<file path="src/rtl/pov_spi_loader.sv">
// SPI slave that receives a six-vector point-of-view frame, stages it, and
// applies it to the live registers only on the frame-boundary load strobe.
module pov_spi_loader #(
  parameter int QM          = 12,
  parameter int QN          = 12,
  parameter int SYNC_STAGES = 2
) (
  input  logic             clk,
  input  logic             reset,
  input  logic             spi_sclk,
  input  logic             spi_mosi,
  input  logic             spi_csb,
  input  logic             load_strobe,
  output logic [QM+QN-1:0] playerX,
  output logic [QM+QN-1:0] playerY,
  output logic [QM+QN-1:0] facingX,
  output logic [QM+QN-1:0] facingY,
  output logic [QM+QN-1:0] vplaneX,
  output logic [QM+QN-1:0] vplaneY,
  output logic             pending,
  output logic             frame_error
);

  localparam int W          = QM + QN;
  localparam int FRAME_BITS = 6 * W;
  localparam int CW         = $clog2(FRAME_BITS + 1);

  localparam logic [W-1:0] FX_ONE  = W'(1) << QN;
  localparam logic [W-1:0] FX_HALF = FX_ONE >> 1;
  localparam logic [W-1:0] FX_1P5  = FX_ONE + FX_HALF;
  localparam logic [W-1:0] FX_NEG1 = ~FX_ONE + W'(1);
  localparam logic [FRAME_BITS-1:0] RESET_FRAME =
    {FX_1P5, FX_1P5, W'(0), FX_NEG1, FX_HALF, W'(0)};

  // state  | meaning
  // IDLE   | csb high (or not yet armed); counter and shift held at 0
  // RECV   | shifting mosi on each sclk rise
  // OVER   | more than FRAME_BITS clocks seen; wait for csb rise
  // COMMIT | one clk: shift register -> staging, pending set
  typedef enum logic [1:0] {IDLE, RECV, OVER, COMMIT} state_t;

  state_t state, state_next;

  logic [SYNC_STAGES-1:0] csb_sync, sclk_sync, mosi_sync;
  logic                   csb_d, sclk_d;
  logic [SYNC_STAGES:0]   sync_valid;
  logic                   armed;
  logic                   csb_s, sclk_s, mosi_s;
  logic                   csb_fall, csb_rise, sclk_rise;

  logic [CW-1:0]         cnt;
  logic                  cnt_full;
  logic [FRAME_BITS-1:0] shift_reg, staging, live;
  logic                  do_clear, do_shift, do_error, do_commit;

  assign csb_s  = csb_sync[SYNC_STAGES-1];
  assign sclk_s = sclk_sync[SYNC_STAGES-1];
  assign mosi_s = mosi_sync[SYNC_STAGES-1];

  // A csb already low at reset release must not look like a new frame start.
  assign csb_fall  = armed & csb_d & ~csb_s;
  assign csb_rise  = ~csb_d & csb_s;
  assign sclk_rise = ~sclk_d & sclk_s;
  assign cnt_full  = (cnt == CW'(FRAME_BITS));

  always_ff @(posedge clk or posedge reset) begin
    if (reset) begin
      csb_sync   <= '1;
      sclk_sync  <= '0;
      mosi_sync  <= '0;
      csb_d      <= 1'b1;
      sclk_d     <= 1'b0;
      sync_valid <= '0;
      armed      <= 1'b0;
    end else begin
      csb_sync   <= {csb_sync[SYNC_STAGES-2:0], spi_csb};
      sclk_sync  <= {sclk_sync[SYNC_STAGES-2:0], spi_sclk};
      mosi_sync  <= {mosi_sync[SYNC_STAGES-2:0], spi_mosi};
      csb_d      <= csb_s;
      sclk_d     <= sclk_s;
      sync_valid <= {sync_valid[SYNC_STAGES-1:0], 1'b1};
      armed      <= armed | (&sync_valid & csb_d);
    end
  end

  always_ff @(posedge clk or posedge reset) begin
    if (reset) state <= IDLE;
    else       state <= state_next;
  end

  always_comb begin
    state_next = state;
    do_clear   = 1'b0;
    do_shift   = 1'b0;
    do_error   = 1'b0;
    do_commit  = 1'b0;
    case (state)
      IDLE: begin
        do_clear = 1'b1;
        if (csb_fall) state_next = RECV;
      end
      RECV: begin
        if (csb_rise) begin
          if (cnt_full) begin
            state_next = COMMIT;
          end else begin
            state_next = IDLE;
            do_clear   = 1'b1;
            do_error   = 1'b1;
          end
        end else if (sclk_rise) begin
          if (cnt_full) begin
            state_next = OVER;
            do_error   = 1'b1;
          end else begin
            do_shift = 1'b1;
          end
        end
      end
      OVER: begin
        if (csb_rise) begin
          state_next = IDLE;
          do_clear   = 1'b1;
        end
      end
      COMMIT: begin
        do_commit  = 1'b1;
        state_next = IDLE;
      end
      default: state_next = IDLE;
    endcase
  end

  always_ff @(posedge clk or posedge reset) begin
    if (reset) begin
      cnt         <= '0;
      shift_reg   <= '0;
      frame_error <= 1'b0;
    end else begin
      if (do_clear) begin
        cnt       <= '0;
        shift_reg <= '0;
      end else if (do_shift) begin
        cnt       <= cnt + CW'(1);
        shift_reg <= {shift_reg[FRAME_BITS-2:0], mosi_s};
      end
      if (do_error) frame_error <= 1'b1;
    end
  end

  // Live takes the old staging before a coincident commit replaces it.
  always_ff @(posedge clk or posedge reset) begin
    if (reset) begin
      staging <= RESET_FRAME;
      live    <= RESET_FRAME;
      pending <= 1'b0;
    end else begin
      if (load_strobe && pending) live <= staging;
      if (do_commit) begin
        staging <= shift_reg;
        pending <= 1'b1;
      end else if (load_strobe && pending) begin
        pending <= 1'b0;
      end
    end
  end

  assign playerX = live[6*W-1 -: W];
  assign playerY = live[5*W-1 -: W];
  assign facingX = live[4*W-1 -: W];
  assign facingY = live[3*W-1 -: W];
  assign vplaneX = live[2*W-1 -: W];
  assign vplaneY = live[W-1 -: W];

endmodule

</file>
<file path="config.mk">
export PLATFORM = sky130hd
export DESIGN_NAME = pov_spi_loader
export DESIGN_NICKNAME = d
export VERILOG_FILES = /design/src/rtl/pov_spi_loader.sv
export SDC_FILE = /design/constraint.sdc
export NUM_CORES = 1
export LEC_CHECK = 0
export ABC_CLOCK_PERIOD_IN_PS = 20900
export BUFFER_PORTS_ARGS = -buffer_cell sky130_fd_sc_hd__buf_2
export CAP_MARGIN = 40
export CORE_MARGIN = 10
export CORE_UTILIZATION = 50
export DETAILED_ROUTE_END_ITERATION = 8
export PLACE_DENSITY = 0.78
export REMOVE_ABC_BUFFERS = 1
export SETUP_SLACK_MARGIN = 0.15
export SLEW_MARGIN = 25
export SYNTH_ARGS = -nofsm -noshare
export SYNTH_HDL_FRONTEND = slang
export SYNTH_SLANG_ARGS = --single-unit
</file>
<file path="constraint.sdc">
create_clock -name clk -period 20.9 [get_ports clk]
set_clock_uncertainty 0.15 [all_clocks]
set_input_delay 5.225 -clock clk [delete_from_list [all_inputs] [get_ports clk]]
set_output_delay 5.225 -clock clk [all_outputs]
set_load 0.02 [all_outputs]
</file>
==> results.toml <==
[synth]
seq_area_frac_synth = 0.645
syn_area_um2 = 17800
yosys_warnings = 0
synth_area_per_cell_um2 = 13.1
synth_edf_count = 0
ys_ff_latch = 456
synth_cell_types = 36
ys_async_sr_fraction = 1.00
synth_ff_type = "dfrtp_1"
synth_cells = 1358

[critical_path]
path_buf_inv = 6
required_ps = 21420
critPathSlowestCell = "buf_12"
path_cells = "buf_2, inv_8, buf_16, buf_12, buf_4, buf_16"
path_common_cell = "buf_16"
crit_fanout = 159
cpPeakStageDelay_ps = 620
end_kind = "asynchronous set/reset pin"
r2r_end = "shift_reg[55]$_DFFE_PP0P_"
r2r-start = "csb_d$_DFF_PP1_"
cp-start-kind = "primary input"
reg2reg_depth = 6
criticalPathCategory = "in2async"
crit_arrival_ps = 7670
rrSetupSlack_ps = 17610
crit_family = "buffers and inverters"

[cts]
post_cts_buffers = 0
cts_max_level = 2
cts_root_buffer = "clkbuf_16"
cts_tree = "done"
cts_hold_buffers = 0
numCtsBuffers = 46
path_clk_slew_ps = 60
cts_resized = 0
clock-sinks = 456
clock_path_buffers = 3
clock_latency_ps = 550

[layout]
nets = 1470
drive_gt1_frac = 0.387
diodes = 0
stdcell_count = 1953
synthToLayoutAreaGrowth_pct = 15.4
design_area_um2 = 20500
fillers = 2688

[global_routing]
grt_pass1_vias = 11800
gr-total-overflow = 0
grt_usage = 0.173
grt_pass1_wl_mm = 63.5
antenna_found_initial = 0
grt_max_degree = 160

[routing]
drt_wl_total_mm = 38.5
wl_per_cell_um = 19.7
vias = 11300
viasPerCell = 5.77
drc = 0
first_pass_iters = 5
ant_nets = 0
drt_iter0_markers = 776

[sta]
period_minus_slack_ps = 7160
setup_viol = 0
setup_tns_ps = 0
max_slew_margin = 0.436
worstMarginPinSlew_ps = 846
rsz0062_at_grt = "no"
slew_violations = 0
finalHoldViolCount = 0
max_freq_ghz = 0.140
fin_crit_sh = 0.342

[placed_design]
place_congestion = 0.733
dp_hpwl_mm = 23.0
dpl-instance-area_um2 = 19000
dp_cells = 1869
io_buffers = 151

[power_and_ir_drop]
powerDensity_nw_per_um2 = 85.8
ir_drop_uv = 66.4
p_leak_nw = 9.99

[worst_hold_path]
min_path_type = "reg2reg"
whs_path_depth = 0
min-delay-start = "csb_sync[0]$_DFF_PP1_"
min_to = "csb_sync[1]$_DFF_PP1_"

[floorplanning]
die_area_um2 = 43500
core_area_um2 = 34800
rows = 68
die_h_um = 209
dieWidth_um = 209
initial_core_util = 0.511
io_pins = 152

[outcome]
outcome = "finished, final reports clean"

[job]
maxCapViolCount = 0
[layout make-up]
class                           instances  area, um2  area share
Sequential cell                       456      11500       0.559
Multi-Input combinational cell        783       5870       0.286
Clock buffer                           76       1500      0.0730
Timing Repair Buffer                  171       1040      0.0507
Tap cell                              455        569      0.0278
Clock inverter                          8       48.8     0.00238
Inverter                                4       22.5     0.00110
[synthesized netlist by cell type (2+ instances only)]
cell type,number,area [um2]
nand4_1,2,12.5
dfrtp_1,419,10500
o31ai_1,3,22.5
o21ai_0,150,751
or4_1,2,15.0
and3_1,2,12.5
nand2b_1,2,12.5
clkbuf_1,89,334
buf_6,3,33.8
a21o_1,2,15.0
nor2b_1,2,12.5
nor3_1,2,10.0
mux2_2,288,3240
mux2i_1,2,20.0
dfstp_2,37,972
a21oi_1,151,756
ha_1,2,25.0
buf_1,2,7.51
nand2_1,5,18.8
nand3_1,152,761
nor2_1,3,11.3
inv_1,4,15.0
buf_2,21,105
[layer usage]
layer  GRT usage  vias to the layer above  share of wire
met4      0.0509                        0          0.023
met3      0.0404                       61          0.054
met5           0                        -              0
li1            -                     5060              -
met1       0.221                     5890           0.43
met2       0.288                      257           0.50
[cell usage in the layout (no fill, tap or decap), types with 2 or more instances in the layout]
cell / Yosys / routed
nor2b_1: 2 / 2
clkbuf_8: 0 / 17
a21o_1: 2 / 2
inv_1: 4 / 3
clkbuf_1: 89 / 10
clkinv_2: 0 / 6
mux2i_1: 2 / 2
clkbuf_16: 0 / 49
o31ai_1: 3 / 3
nand2b_1: 2 / 2
inv_8: 0 / 2
a21oi_1: 151 / 151
buf_2: 21 / 151
nand2_4: 0 / 2
nand3_1: 152 / 151
o21ai_0: 150 / 150
dfrtp_1: 419 / 419
nand2_1: 5 / 2
buf_16: 0 / 4
buf_12: 0 / 4
ha_1: 2 / 2
buf_4: 0 / 11
or4_1: 2 / 2
mux2_2: 288 / 288
nor3_1: 2 / 2
dfstp_2: 37 / 37
nor2_1: 3 / 3
nand4_1: 2 / 2
[where the power goes]
part           leakage, nW  internal [mW]  total, mW  switching (mW)
Clock                0.768          0.488      0.820           0.332
Combinational         3.01        0.00746     0.0526          0.0452
Sequential            6.21          0.885      0.887         0.00206
Total                 9.99           1.38       1.76           0.380
[how the worst max path moves through the flow]
stage | start | endpoint | slack [ps] | depth (start not counted)
floorplan | reset | armed$_DFF_PP0_ | 2870 | 1
global placement | reset | sync_valid[0]$_DFF_PP0_ | 12870 | 4
detailed placement | reset | staging[107]$_DFFE_PP1P_ | 13100 | 6
CTS | reset | csb_d$_DFF_PP1_ | 13680 | 6
global route | reset | csb_sync[1]$_DFF_PP1_ | 13440 | 6
finish | reset | staging[107]$_DFFE_PP1P_ | 13740 | 6
[kinds of logic after synthesis]
family                   Yosys count  share of synthesized area
AND/OR/NAND/NOR                  180                     0.0527
other                              1                   0.000211
buffers and inverters            119                     0.0279
flip-flops                       456                      0.645
adder cells (fa/ha/maj)            2                    0.00141
AO/OA/AOI/OAI                    310                     0.0896
multiplexers                     290                      0.184
[metrics by stage]
| stage | setup WS, ps | hold slack [ps] | util | power (mW) |
|---|---|---|---|---|
| final | 13740 | 203 | 0.589 | 1.76 |
| after global routing | 13440 | 215 | 0.589 | 1.82 |
| after CTS | 13680 | 205 | 0.589 | 1.78 |
| after detailed placement | 13100 | 197 | 0.545 | 0.956 |
| after global placement | 12870 | 182 | 0.540 | 0.952 |
| after floorplan | 2870 | 181 | - | 0.934 |
Power figures use the tool's default switching activity.
